[src/rtl/usbf_dma_svc.sv]
// DMA service engine: round-robin grant over endpoint dma_req lines, moving one
// 32-bit word per grant between an endpoint's circular SSRAM buffer and the system stream.
module usbf_dma_svc #(
    parameter int unsigned NEP     = 4,
    parameter int unsigned AW      = 15,
    parameter int unsigned ACK_GAP = 4
) (
    input  logic              clk,
    input  logic              rst,
    input  logic [NEP-1:0]    dma_req,
    output logic [NEP-1:0]    dma_ack,
    input  logic [NEP-1:0]    ep_in,
    input  logic [NEP*AW-1:0] ep_base,
    input  logic [NEP*12-1:0] ep_size,
    input  logic [NEP-1:0]    ep_clr,
    output logic              mem_req,
    output logic              mem_we,
    output logic [AW-1:0]     mem_adr,
    output logic [31:0]       mem_dout,
    input  logic [31:0]       mem_din,
    input  logic              mem_ack,
    output logic              s_valid,
    output logic [31:0]       s_data,
    input  logic              s_ready,
    input  logic              i_valid,
    input  logic [31:0]       i_data,
    output logic              i_ready,
    output logic              busy
);

    localparam int unsigned EW    = (NEP > 1) ? $clog2(NEP) : 1;
    localparam logic [EW:0] NEP_W = (EW + 1)'(NEP);
    localparam logic [2:0]  GAP   = 3'(ACK_GAP);

    typedef enum logic [2:0] {
        S_IDLE, S_MRD, S_SPUSH, S_IWAIT, S_MWR, S_ACK
    } state_t;

    state_t          state_q, state_d;
    logic [EW-1:0]   last_q, last_d;
    logic [EW-1:0]   gnt_q, gnt_d;
    logic [11:0]     ptr_q  [NEP];
    logic [11:0]     ptr_d  [NEP];
    logic [2:0]      hold_q [NEP];
    logic [2:0]      hold_d [NEP];

    logic [NEP-1:0]  dma_ack_q, dma_ack_d;
    logic            mem_req_q, mem_req_d;
    logic            mem_we_q, mem_we_d;
    logic [AW-1:0]   mem_adr_q, mem_adr_d;
    logic [31:0]     mem_dout_q, mem_dout_d;
    logic            s_valid_q, s_valid_d;
    logic [31:0]     s_data_q, s_data_d;
    logic            i_ready_q, i_ready_d;
    logic            busy_q, busy_d;

    logic [NEP-1:0]  elig;
    logic            found;
    logic [EW-1:0]   pick;
    logic [EW:0]     cand;

    always_comb begin
        for (int unsigned k = 0; k < NEP; k++) begin
            elig[k] = dma_req[k] && (hold_q[k] == 3'd0) && (ep_size[k*12 +: 12] != 12'd0);
        end
    end

    // Search starts one past the last grant and wraps modulo NEP.
    always_comb begin
        found = 1'b0;
        pick  = last_q;
        cand  = '0;
        for (int unsigned i = 1; i <= NEP; i++) begin
            cand = {1'b0, last_q} + (EW + 1)'(i);
            if (cand >= NEP_W) begin
                cand = cand - NEP_W;
            end
            if (!found && elig[cand[EW-1:0]]) begin
                found = 1'b1;
                pick  = cand[EW-1:0];
            end
        end
    end

    always_comb begin
        state_d    = state_q;
        last_d     = last_q;
        gnt_d      = gnt_q;
        mem_adr_d  = mem_adr_q;
        mem_dout_d = mem_dout_q;
        s_data_d   = s_data_q;
        case (state_q)
            S_IDLE: begin
                if (found) begin
                    gnt_d     = pick;
                    last_d    = pick;
                    mem_adr_d = ep_base[pick*AW +: AW] + AW'(ptr_q[pick]);
                    state_d   = ep_in[pick] ? S_IWAIT : S_MRD;
                end
            end
            S_MRD: begin
                if (mem_ack) begin
                    s_data_d = mem_din;
                    state_d  = S_SPUSH;
                end
            end
            S_SPUSH: if (s_ready) state_d = S_ACK;
            S_IWAIT: begin
                if (i_valid) begin
                    mem_dout_d = i_data;
                    state_d    = S_MWR;
                end
            end
            S_MWR:   if (mem_ack) state_d = S_ACK;
            S_ACK:   state_d = S_IDLE;
            default: state_d = S_IDLE;
        endcase

        mem_req_d = (state_d == S_MRD) || (state_d == S_MWR);
        mem_we_d  = (state_d == S_MWR);
        s_valid_d = (state_d == S_SPUSH);
        i_ready_d = (state_d == S_IWAIT);
        busy_d    = (state_d != S_IDLE);
        for (int unsigned k = 0; k < NEP; k++) begin
            dma_ack_d[k] = (state_d == S_ACK) && (gnt_d == EW'(k));
        end
    end

    // ep_clr is applied last so it overrides the ACK-cycle pointer advance.
    always_comb begin
        for (int unsigned k = 0; k < NEP; k++) begin
            ptr_d[k]  = ptr_q[k];
            hold_d[k] = (hold_q[k] != 3'd0) ? hold_q[k] - 3'd1 : 3'd0;
            if ((state_q == S_ACK) && (gnt_q == EW'(k))) begin
                ptr_d[k]  = (ptr_q[k] + 12'd1 == ep_size[k*12 +: 12]) ? 12'd0 : ptr_q[k] + 12'd1;
                hold_d[k] = GAP;
            end
            if (ep_clr[k]) begin
                ptr_d[k]  = '0;
                hold_d[k] = '0;
            end
        end
    end

    always_ff @(posedge clk) begin
        if (rst) begin
            state_q    <= S_IDLE;
            last_q     <= EW'(NEP - 1);
            gnt_q      <= '0;
            ptr_q      <= '{default: '0};
            hold_q     <= '{default: '0};
            dma_ack_q  <= '0;
            mem_req_q  <= 1'b0;
            mem_we_q   <= 1'b0;
            mem_adr_q  <= '0;
            mem_dout_q <= '0;
            s_valid_q  <= 1'b0;
            s_data_q   <= '0;
            i_ready_q  <= 1'b0;
            busy_q     <= 1'b0;
        end else begin
            state_q    <= state_d;
            last_q     <= last_d;
            gnt_q      <= gnt_d;
            ptr_q      <= ptr_d;
            hold_q     <= hold_d;
            dma_ack_q  <= dma_ack_d;
            mem_req_q  <= mem_req_d;
            mem_we_q   <= mem_we_d;
            mem_adr_q  <= mem_adr_d;
            mem_dout_q <= mem_dout_d;
            s_valid_q  <= s_valid_d;
            s_data_q   <= s_data_d;
            i_ready_q  <= i_ready_d;
            busy_q     <= busy_d;
        end
    end

    assign dma_ack  = dma_ack_q;
    assign mem_req  = mem_req_q;
    assign mem_we   = mem_we_q;
    assign mem_adr  = mem_adr_q;
    assign mem_dout = mem_dout_q;
    assign s_valid  = s_valid_q;
    assign s_data   = s_data_q;
    assign i_ready  = i_ready_q;
    assign busy     = busy_q;

endmodule
[config.mk]
export PLATFORM = sky130hd
export DESIGN_NAME = usbf_dma_svc
export DESIGN_NICKNAME = d
export VERILOG_FILES = /design/src/rtl/usbf_dma_svc.sv
export SDC_FILE = /design/constraint.sdc
export NUM_CORES = 1
export LEC_CHECK = 0
export BUFFER_PORTS_ARGS = -buffer_cell sky130_fd_sc_hd__buf_2
export CAP_MARGIN = 20
export CORE_ASPECT_RATIO = 1.25
export CORE_UTILIZATION = 47
export DETAILED_ROUTE_END_ITERATION = 8
export HOLD_SLACK_MARGIN = 0.02
export PLACE_DENSITY_LB_ADDON = 0.25
export SLEW_MARGIN = 5
export SYNTH_ARGS = -nofsm -noshare
export SYNTH_HDL_FRONTEND = slang
export SYNTH_SLANG_ARGS = --single-unit
[constraint.sdc]
create_clock -name clk -period 4.4 [get_ports clk]
set_input_delay 0.44 -clock clk [delete_from_list [all_inputs] [get_ports clk]]
set_output_delay 0.44 -clock clk [all_outputs]
set_load 0.05 [all_outputs]
# Yosys cells after proc, flatten, opt, wreduce, memory -nomap -nowiden
# Cells that the tools add are included.
dict set report op_classes {
  addsub 17
  n_mul 1
  magnitude_cmp 10
  eq_ne 20
  shifts 1
  muxes 46
  n_bitwise 5
  n_reduce_logical 50
}
# cell count
set ops {}
lappend ops {{12-bit 2-to-1 mux} 6}
lappend ops {{60-bit by 7-bit variable part select with 15-bit output} 1}
lappend ops {{12-bit by 1-bit adder with 12-bit output (second input constant)} 4}
lappend ops {{12-bit == test} 4}
lappend ops {{12-bit nonzero test} 4}
lappend ops {{3-bit 2-to-1 mux} 13}
lappend ops {{12-bit binary-select mux with 2-bit select} 1}
lappend ops {{2-bit 2-to-1 mux} 11}
lappend ops {{1-bit logical AND} 19}
lappend ops {{4-bit OR reduction} 4}
lappend ops {{15-bit by 12-bit adder with 15-bit output} 1}
lappend ops {{3-bit >= comparator (second input constant)} 5}
lappend ops {{3-bit logical NOT} 5}
lappend ops {{2-bit by 3-bit < comparator with 1-bit output (second input constant)} 5}
lappend ops {{3-bit case mux with 5 select lines} 1}
lappend ops {{3-bit nonzero test} 5}
lappend ops {{3-bit by 2-bit == test with 1-bit output (second input constant)} 4}
lappend ops {{3-bit == test (second input constant)} 4}
lappend ops {{3-bit by 1-bit subtractor with 3-bit output (second input constant)} 4}
lappend ops {{1-bit binary-select mux with 2-bit select} 5}
lappend ops {{1-bit 2-to-1 mux} 9}
lappend ops {{2-bit == test (second input constant)} 4}
lappend ops {{2-bit OR reduction} 4}
lappend ops {{2-bit by 1-bit subtractor with 2-bit output (second input constant)} 4}
lappend ops {{12 further kinds} 23}
dict set report totals {
  register_bits 155
  input_bits 189
  output_inout_bits 88
  elab_cells 174
}

# Longest topological paths before layout
# Gate-level depths: netlist of run 1.
dict set report logic_depth {
  depth_word 22
  mapped_depth 22
  depth_no_buf 20
}

# Worst setup path before layout of run 1
# No wires, ideal clock.
dict set report synth_timing {
  path_kind {register to register}
  start {register hold_q[9] in the netlist's numbering}
  end {register mem_adr_q[14], in the netlist mem_adr[14]}
  setup_ns 0.088
  arrival_time_ns 4.505
  required_time_ns 4.312
  path_slack_ns -0.193
  path_stages_with_launch 22
  n_path_buf 2
  synth_period_minus_slack_ns 4.593
  cell_sequence {dfxtp_1 -> inv_1 -> ha_1 -> ha_1 -> a21boi_0 -> a41o_1 -> a211o_2 -> nor2_4 -> clkbuf_1 -> buf_1 -> nor2_1 -> a31oi_1 -> ha_1 -> inv_1 -> fa_1 -> nor2b_1 -> o21ai_0 -> a21boi_0 -> o211a_1 -> o31ai_1 -> or4_1 -> a311oi_2}
}
dict set report synth_via {
  elab_chain_cells 20
  word_cells_on_any_way 33
  cone_classes {1 x add/sub; 1 x mul; 1 x shift; 19 x mux; 1 x bitwise; 10 x reduce/logical}
}
# item line
set synth_lines {}
lappend synth_lines {{from (decl)} 44} ;# logic [2:0] hold_q [NEP];
lappend synth_lines {{from (signal assigned)} 166} ;# hold_q <= hold_d;
lappend synth_lines {{3-bit logical NOT *} 64} ;# elig[k] = dma_req[k] && (hold_q[k] == 3'd0) && (ep_size[k*12 +: 12] != 12'd0);
lappend synth_lines {{1-bit logical AND * (2 in series)} 64}
lappend synth_lines {{parallel branches: the longest is 17 deep, another holds 1-bit binary-select mux with 2-bit select} -}
lappend synth_lines {{to (signal assigned)} 170} ;# mem_adr_q <= mem_adr_d;
lappend synth_lines {{to (decl)} 50} ;# logic [AW-1:0] mem_adr_q, mem_adr_d;
# Mark *: on every way between the ends. The select of a mux whose other input is x is not followed.
# A chain may end at the register's enable or synchronous reset.

# Worst setup path after layout of run 1
dict set report layout_timing {
  start {register hold_q[9] in the netlist's numbering}
  end {register mem_adr_q[13], in the netlist mem_adr[13]}
}
# The elaborated chain is that of the path after synthesis.

==> out/qor.txt, run 1 <==
Clock Skews - 0.01110 ns
Mapped Cells - 1,163
DRT Pass-1 Iters - 5
Post-synth EDFFs - 0
GRT Overall Usage - 27.48%
Hold Crit Class - in2reg
Worst Setup SP - hold_q[9]
YS warnings - 0
first-pass GRT wire length - 43,500 µm
Clock Tree Buf Depth - 2
period utilization - 95.50%
slowest stage delay, CP - 0.33 ns
CP max FO - 7
crit path cell chain - inv_1 -> ha_1 -> ha_2 -> a21boi_1 -> a41o_1 -> nor2b_1 -> buf_4 -> a31oi_4 -> buf_4 -> mux2_2 -> nor2_1 -> a21oi_1 -> ha_1 -> a211oi_2 -> o21ai_2 -> and3_1 -> o311a_1 -> o2111a_1 -> a2111oi_2
Die Height - 158.4 µm
type of destination of the critical path - register
fin. max-slew vios - 0
initial core utilization - 48.43%
r2r startpoint - hold_q[9]
Port Buffers - 276
largest net degree at the start of global routing - 68
max-cap check violation count - 0
Fmax - 0.2380 GHz
Hold Crit Start - ep_clr[2]
ys flop type - dfxtp_1
Die X - 127.1 µm
grt ovf - 0
die area - 20,130 µm²
layout cells sized above 1 - 29.56%
TritonCTS Buffers - 17
Area growth, synth to finish - 28.98%
clk sink count - 155
worst IR drop on VDD - 296.9 µV
HPWL Detailed - 21,810 µm
final count of negative-setup-slack endpoints - 0
vias in the first global route - 8,859
commonest non-fill, non-tap cells in the layout - 275 x buf_2, 235 x nand2_1, 155 x dfxtp_1
dpl ws - -0.1057 ns
Slew HR - 28.18%
drt drc - 0
worst skew pair latency - 0.43 ns
Routed Antenna Nets - 0
CP max-delay cell - mux2_2
crit path time final - 4.202 ns
Worst EP arrival - 4.53 ns
dominant cell type by area after synthesis - dfxtp_1
CTS tree - built
setup ws final - 0.1980 ns
vias per inst - 5.505
Crit Path Class - reg2reg
core area - 18,990 µm²
Synth Cell Area - 9195 µm²
gpl congestion - 0.9179
Syn Nets - 1,381
commonest non-fill, non-tap cell in the layout - buf_2
Routed Wire Length - 28,380 µm
I/O pin count - 277
row cnt - 56
initial antenna violation count - 1
power density cells - 526.0 nW/µm²
fillers - 1,718
LEAKAGE - 5.142 nW
CTS HTree Levels - 4
Clock Root Buffer - clkbuf_16
Reg clk slew, reported paths - 0.07 ns
synth top area cells - dfxtp_1 34%, nand2_1 9.6%, a21oi_1 4.9%
Yosys top cell area share - 33.75%
Hold WS - 0.2204 ns
Worst Path Required - 4.72 ns
synthesis-stage register bit count - 155
final hold vios - 0
mean routed wirelength per cell - 16.50 µm
Slew @ Worst Pin - 1.069 ns
Seq/Total Area, Yosys - 33.75%
CP Launch Type - register
DR vias - 9,469
average size of a mapped cell - 7.906 µm²
Finished Core Util - 62.46%
run status - finished, final reports clean
Nets - 1,663
Netlist cell types - 79
Async S/R FF share, synth - 0%
DR iter-0 viols - 598
[per-stage QoR]
step | std cells | instance area, µm² | TNS (ns) | total power, mW
finish | 1720 | 11860 | 0 | 6.239
global route | 1719 | 11860 | -0.05242 | 6.597
CTS | 1714 | 11670 | 0 | 6.147
detailed placement | 1681 | 11020 | -0.1057 | 4.526
global placement | 1680 | 11020 | 0 | 4.483
floorplan | 1163 | 9198 | 0 | 3.649
[critical path: cells and delay by family (launching register included)]
kind	cells	cell delay, ns
and+or+nand+nor	3	0.45
adders and majority gates	3	0.69
muxes	1	0.33
DFF	1	0.32
AOI/OAI and AO/OA	9	1.92
buffers and inverters	3	0.38
[layer usage]
metal  vias up  routed length, µm  global-route usage, %
met1      4401              11600                  32.30
met2       343              13860                  47.65
li1       4672                  -                      -
met3        53               1900                  6.048
met4         0               1025                  13.04
met5         -                  0                      0
[layout make-up]
| cell class | instances | area [µm²] | area share [%] |
|---|---|---|---|
| well taps | 261 | 326.6 | 2.753 |
| clock buffers | 18 | 429.2 | 3.619 |
| repair buffers | 330 | 1861 | 15.69 |
| multi-input cells | 889 | 5744 | 48.43 |
| diodes | 1 | 2.502 | 0.02110 |
| clock inverters | 14 | 198.9 | 1.677 |
| flip-flops and latches | 155 | 3103 | 26.16 |
| inverters | 52 | 195.2 | 1.646 |
[state kept, by name, summed over array words and instances (netlist names), 2 cells and up]
name,cells
ptr_q,48
dma_ack,4
gnt_q,2
mem_adr,15
s_data,32
state_q,3
hold_q,12
last_q,2
mem_dout,32
[worst paths after layout]
kind / endpoint / slack (ns) / cells after the start
max: mem_adr[13] / 0.20 / 19
min: ptr_q[15] / 0.22 / 2
max reg2reg: mem_adr[13] / 0.20 / 19
min reg2reg: hold_q[3] / 0.42 / 1
[cell families (layout without fill, tap and decap cells)]
| kind of cell | Yosys count | in the layout | share of synthesized area (%) |
|---|---|---|---|
| and+or+nand+nor | 487 | 487 | 25.31 |
| AOI/OAI and AO/OA | 258 | 258 | 18.08 |
| DFF | 155 | 155 | 33.75 |
| buffers and inverters | 119 | 414 | 5.116 |
| xor gates and xnor gates | 75 | 75 | 8.355 |
| muxes | 40 | 40 | 5.361 |
| adders and majority gates | 29 | 29 | 4.028 |
| other | 0 | 1 | 0 |
[repair_timing]
action | 4_1_cts | 5_1_grt
hold endpoints to repair | 0 | 0
setup endpoints to repair | 2 | 4
pin swaps | 1 | 7
hold buffers | 0 | 0
resized for setup | 3 | 26
setup buffers | 1 | 2
[report_power, final]
part	internal (mW)	switching, mW	total, mW
sequential	1.56	0.112	1.68
combinational	1.19	1.78	2.98
clock	0.921	0.665	1.59
total	3.68	2.56	6.24
[cells in the mapped netlist, drive strengths merged (5+ instances only)]
cell / count
nor2: 78
xnor3: 7
o31a: 6
nand4: 13
or4: 10
mux4: 5
clkbuf: 57
nand3b: 5
or2: 10
nor2b: 5
o31ai: 14
mux2: 21
a22oi: 5
nand3: 22
xor2: 21
a21boi: 5
buf: 10
dfxtp: 155
nor4: 26
nor3: 28
o22ai: 7
a31oi: 41
and2: 8
inv: 52
a211oi: 5
o21ai: 32
a21oi: 90
o21a: 5
mux2i: 14
and3: 14
nand2: 235
or3: 5
a21o: 10
xnor2: 46
nand2b: 13
ha: 28
Power figures use the tool's default switching activity.
==> run 2: changes to the inputs <==
--- a/config.mk
+++ b/config.mk
@@ -12,6 +12,7 @@
 export DETAILED_ROUTE_END_ITERATION = 8
 export HOLD_SLACK_MARGIN = 0.02
 export PLACE_DENSITY_LB_ADDON = 0.25
+export RECOVER_POWER = 100
 export SLEW_MARGIN = 5
 export SYNTH_ARGS = -nofsm -noshare
 export SYNTH_HDL_FRONTEND = slang
==> run 2 against run 1 <==
Against the previous run:
- the flow now finishes with violations (capacitance limit, slew limit)
- global-route usage did not move
- sequential share of layout area rose by 0.36 points
- critical path depth did not move
- via count fell by 0.15%
- utilization fell by 0.84 points
- wire length fell by 0.38%
- non-clock buffer count did not move
- die area did not move
- clock skew barely moved
- combinational power fell by 2%
- largest cell class unchanged
==> out/qor.txt, run 2 (same netlist as run 1, synthesis figures left out) <==
worst skew pair latency - 0.43 ns
gpl congestion - 0.9179
Slew HR - -23.19%
CTS tree - built
P_int - 3.622 mW
die area - 20,130 µm²
final count of negative-setup-slack endpoints - 0
met3 wire length - 1868 µm
drt drc - 0
clk sink count - 155
most flop-heavy register - ptr_q
Nets - 1,663
core area - 18,990 µm²
run status - finished, violations left
fin. max-slew vios - 36
Tot Pwr - 6.177 mW
DR iter-0 viols - 639
routed wl met2 - 13,800 µm
Hold Crit Class - in2reg
Reg clk slew, reported paths - 0.07 ns
setup TNS - 0 ns
Finished Core Util - 61.62%
I/O pin count - 277
Fmax - 0.2379 GHz
CP max FO - 7
CP Launch Type - register
period utilization - 95.54%
Worst Path Required - 4.72 ns
commonest non-fill, non-tap cells in the layout - 235 x nand2_1, 187 x buf_2, 155 x dfxtp_1
worst IR drop on VDD - 295.1 µV
flop-to-flop setup slack - 0.20 ns
Port Buffers - 276
Slew @ Worst Pin - 1.848 ns
vias in the first global route - 8,859
dpl ws - -0.1057 ns
CTS HTree Levels - 4
Worst EP arrival - 4.53 ns
max FFs per register - 48
row cnt - 56
Seq pwr share - 27.2%
Logic pwr share - 47.2%
Clock Root Buffer - clkbuf_16
type of destination of the critical path - register
Crit Path Class - reg2reg
Die Height - 158.4 µm
final hold vios - 0
LEAKAGE - 4.740 nW
largest net degree at the start of global routing - 68
HPWL Detailed - 21,810 µm
Routed Antenna Nets - 0
commonest non-fill, non-tap cell in the layout - nand2_1
DRT Pass-1 Iters - 5
clock power share - 25.6%
grt ovf - 0
DR vias - 9,455
Area growth, synth to finish - 27.24%
power density cells - 528.0 nW/µm²
net switching power - 2.555 mW
Routed Wire Length - 28,270 µm
wire length on met1 - 11,530 µm
initial core utilization - 48.43%
mean routed wirelength per cell - 16.44 µm
initial antenna violation count - 1
failing checks - capacitance limit, slew limit
max layer used - met4
Switching Share - 41.37%
GRT Overall Usage - 27.48%
Clock Skews - 0.01063 ns
Die X - 127.1 µm
max-cap check violation count - 1
layout cells sized above 1 - 22.91%
TritonCTS Buffers - 17
crit path time final - 4.204 ns
vias per inst - 5.497
first-pass GRT wire length - 43,500 µm
Clock Tree Buf Depth - 2
setup ws final - 0.1961 ns
run 2: final timing paths:
check | startpoint | end | cells past startpoint
setup reg to reg | hold_q[9] | mem_adr[13] | 19
setup / recovery | hold_q[9] | mem_adr[13] | 19
hold reg to reg | hold_q[3] | hold_q[3] | 1
hold / removal | ep_clr[2] | ptr_q[15] | 2
run 2: metal layers:
metal / up-vias / global-route usage (%)
li1: 4663 / -
met2: 368 / 47.65
met5: - / 0
met1: 4362 / 32.30
met3: 62 / 6.048
met4: 0 / 13.04
run 2: layout make-up:
class / count / area (µm²)
repair buffers: 330 / 1712
diodes: 1 / 2.502
multi-input cells: 889 / 5733
inverters: 52 / 195.2
clock buffers: 18 / 429.2
clock inverters: 14 / 198.9
fillers: 1770 / 7288
well taps: 261 / 326.6
flip-flops and latches: 155 / 3103
run 2: power by group through the flow:
stage / combinational, mW / clock [mW] / sequential, mW
global route: 3.17 / 1.67 / 1.70
CTS: 2.85 / 1.62 / 1.67
finish: 2.92 / 1.58 / 1.68
detailed placement: 2.82 / 0 / 1.70
floorplan: 1.54 / 0 / 2.11
global placement: 2.79 / 0 / 1.70
run 2: stage by stage:
step,hold slack (ns),area [µm²],cells
2_1_floorplan,0.3967,9198,1163
3_3_place_gp,0.4034,11020,1680
3_5_place_dp,0.4114,11020,1681
4_1_cts,0.2042,11670,1714
5_1_grt,0.2203,11700,1719
6_report,0.2252,11700,1720
run 2: timing repair:
item,CTS,global route
buffers inserted,1,2
setup endpoints to repair,2,4
endpoints found under the hold margin,0,0
pin swaps,1,7
hold buffers,0,0
resized for setup,3,26
run 2: worst max-delay path, stage by stage, from the launching register on:
cell and delay [ns]:
dfxtp_1 0.32, inv_1 0.05, ha_1 0.16, ha_2 0.21, a21boi_1 0.08, a41o_1 0.22, nor2b_1 0.14, buf_4 0.16
a31oi_4 0.27, buf_4 0.17, mux2_2 0.33, nor2_1 0.09, a21oi_1 0.05, ha_1 0.32, a211oi_2 0.30, o21ai_2 0.11
and3_1 0.22, o311a_1 0.32, o2111a_1 0.25, a2111oi_2 0.32
==> run 3: changes to the inputs <==
--- a/config.mk
+++ b/config.mk
@@ -5,11 +5,12 @@
 export SDC_FILE = /design/constraint.sdc
 export NUM_CORES = 1
 export LEC_CHECK = 0
-export BUFFER_PORTS_ARGS = -buffer_cell sky130_fd_sc_hd__buf_2
+export ABC_AREA = 1
 export CAP_MARGIN = 20
 export CORE_ASPECT_RATIO = 1.25
-export CORE_UTILIZATION = 47
+export CORE_UTILIZATION = 58
 export DETAILED_ROUTE_END_ITERATION = 8
+export DONT_BUFFER_PORTS = 1
 export HOLD_SLACK_MARGIN = 0.02
 export PLACE_DENSITY_LB_ADDON = 0.25
 export RECOVER_POWER = 100
==> run 3 against run 2 <==
Against the previous run:
- the flow finishes with violations (capacitance limit)
- critical path type unchanged
- synthesized cell count up 12%
- sequential power up 41%
- highest routed layer unchanged
- critical endpoint is now mem_adr[10]
- flip-flop and latch count unchanged
- maximum frequency up 2.8%
==> out/qor.txt, run 3 <==
DR vias - 8,430
Post-synth EDFFs - 0
Async S/R FF share, synth - 0%
TritonCTS Buffers - 17
Syn Nets - 1,525
max-cap check violation count - 1
Worst EP arrival - 4.39 ns
HPWL Detailed - 19,160 µm
CP Launch Type - register
Mapped Cells - 1,307
Slew HR - 1.258%
crit path time final - 4.091 ns
WP depth - 26
gpl congestion - 0.9708
Hold Path Sink - gnt_q[1]
mean routed wirelength per cell - 16.32 µm
flop-to-flop setup slack - 0.31 ns
Antenna Cells - 0
final hold vios - 0
Fmax - 0.2444 GHz
vias per inst - 5.583
Clock Root Buffer - clkbuf_16
synthesis-stage register bit count - 155
power density cells - 840.4 nW/µm²
GRT Overall Usage - 31.08%
Routed Antenna Nets - 0
dpl ws - 0.3061 ns
max FFs per register - 48
Nets - 1,507
Layout Cells excl Fill - 1,510
Routed Wire Length - 24,640 µm
failing checks - capacitance limit
most flop-heavy register - ptr_q
worst path bufs/invs - 4
RSZ-0062 raised after global routing - false
Synth Cell Area - 9005 µm²
largest net degree at the start of global routing - 71
CP max FO - 61
clk sink count - 155
Top Family by Delay on Critical Path - simple AND/OR/NAND/NOR gates
synth top area cells - dfxtp_1 34%, nor2_1 11%, nand2_1 10%
I/O pin count - 277
Crit Path Class - reg2reg
LEAKAGE - 4.097 nW
setup ws final - 0.3088 ns
setup TNS - 0 ns
Port Buffers - 0
Yosys top cell area share - 34.46%
Reg clk slew, reported paths - 0.07 ns
most frequent cell after synthesis - nor2_1
period utilization - 92.98%
Hold Crit Start - rst
average size of a mapped cell - 6.890 µm²
CP max-delay cell - fa_1
Post-CTS Setup Bufs - 0
FF-to-FF path depth - 26
Worst path most repeated cell - nand2_1
Hold WS - 0.07758 ns
Worst Path Required - 4.70 ns
commonest non-fill, non-tap cell in the layout - nor2_1
CTS Hold Buffers Added - 0
layout cells sized above 1 - 7.220%
Clock Skews - 0.01296 ns
Netlist cell types - 53
area of the multi-input gates - 5170 µm²
DR iter-0 viols - 485
fillers - 1,389
type of destination of the critical path - register
Slew @ Worst Pin - 1.474 ns
worst skew pair latency - 0.43 ns
core area - 15,080 µm²
dominant cell type by area after synthesis - dfxtp_1
commonest non-fill, non-tap cells in the layout - 261 x nor2_1, 253 x nand2_1, 155 x dfxtp_1
Die Height - 141.3 µm
Hold Crit Class - in2reg
Finished Core Util - 64.20%
CTS HTree Levels - 4
run status - finished, violations left
worst IR drop on VDD - 511.2 µV
Area growth, synth to finish - 7.489%
ys flop type - dfxtp_1
CTS tree - built
Hold Path Cell Cnt - 1
drt drc - 0
final count of negative-setup-slack endpoints - 0
grt ovf - 0
row cnt - 50
r2r startpoint - hold_q[9]
initial core utilization - 59.73%
DRT Pass-1 Iters - 5
die area - 16,030 µm²
Clock Tree Buf Depth - 2
Cells after DPL - 1,476
Die X - 113.4 µm
slowest stage delay, CP - 0.39 ns
reg2reg end - mem_adr[10]
Seq/Total Area, Yosys - 34.46%
Seq. cell area - 3103 µm²
first-pass GRT wire length - 38,650 µm
Post-synth top cells - 262 x nor2_1, 250 x nand2_1, 155 x dfxtp_1
vias in the first global route - 8,232
YS warnings - 0
fin. max-slew vios - 0
initial antenna violation count - 0
[run 3: stage by stage]
| stage | instance area (µm²) | power (mW) |
|---|---|---|
| after CTS | 9731 | 8.118 |
| final | 9679 | 8.135 |
| after global routing | 9679 | 8.741 |
| after global placement | 9133 | 6.604 |
| after detailed placement | 9133 | 6.623 |
| after floorplan | 9005 | 5.663 |
[run 3: report_power, final]
part | internal [mW] | switching [mW] | leakage [nW] | total (mW)
logic | 1.52 | 2.80 | 2.55 | 4.32
registers | 1.61 | 0.758 | 1.26 | 2.37
clock network | 0.766 | 0.683 | 0.289 | 1.45
[run 3: timing repair]
item / 4_1_cts / 5_1_grt
endpoints found under the setup margin: 0 / 4
gates resized for setup: 0 / 1
endpoints found under the hold margin: 0 / 0
[run 3: metal layers]
metal,GRT usage (%),vias up,share of wire (%)
met5,0,-,0
li1,-,4199,-
met4,18.91,0,5.8
met2,54.67,380,48
met1,31.90,3777,38
met3,10.25,74,8.7
[run 3: worst register-to-register path: stages, from the launching register on]
cell and delay, ns:
dfxtp_1 0.33, inv_1 0.04, ha_1 0.20, ha_1 0.22, nand2_1 0.08, inv_1 0.05, nand3_1 0.14, nand2_1 0.10
nand2_1 0.08, nand2_2 0.08, nand2_4 0.08, nand3_4 0.11, nand2_4 0.16, buf_12 0.26, nand2_1 0.10, nand2_1 0.08
nor2_1 0.04, a31oi_1 0.21, ha_1 0.21, inv_1 0.05, fa_1 0.39, nand3b_1 0.20, nand2_1 0.16, a21oi_1 0.11
o21ai_0 0.22, xnor2_1 0.17, a21oi_1 0.09
[run 3: cell type report]
type                            count  area share (%)
Clock buffer                       17           4.395
Multi-Input combinational cell    986           53.41
Sequential cell                   155           32.06
Clock inverter                     15           1.784
Inverter                          118           4.576
Tap cell                          208           2.689
Timing Repair Buffer               11           1.086
[run 3: worst max-delay path by stage]
stage | startpoint | endpoint
after detailed placement | hold_q[3] | mem_adr[10]
after global routing | hold_q[3] | mem_adr[14]
after CTS | hold_q[9] | mem_adr[10]
final | hold_q[9] | mem_adr[10]
after floorplan | hold_q[9] | mem_adr[10]
after global placement | ep_size[6] | mem_adr[10]
[run 3: logic make-up after synthesis]
group	Yosys count	synth area share [%]
AOI/OAI and AO/OA	220	14.23
muxes	1	0.1112
adders and majority gates	29	4.113
xor gates and xnor gates	77	7.739
DFF	155	34.46
and+or+nand+nor	659	31.74
buffers and inverters	166	7.614
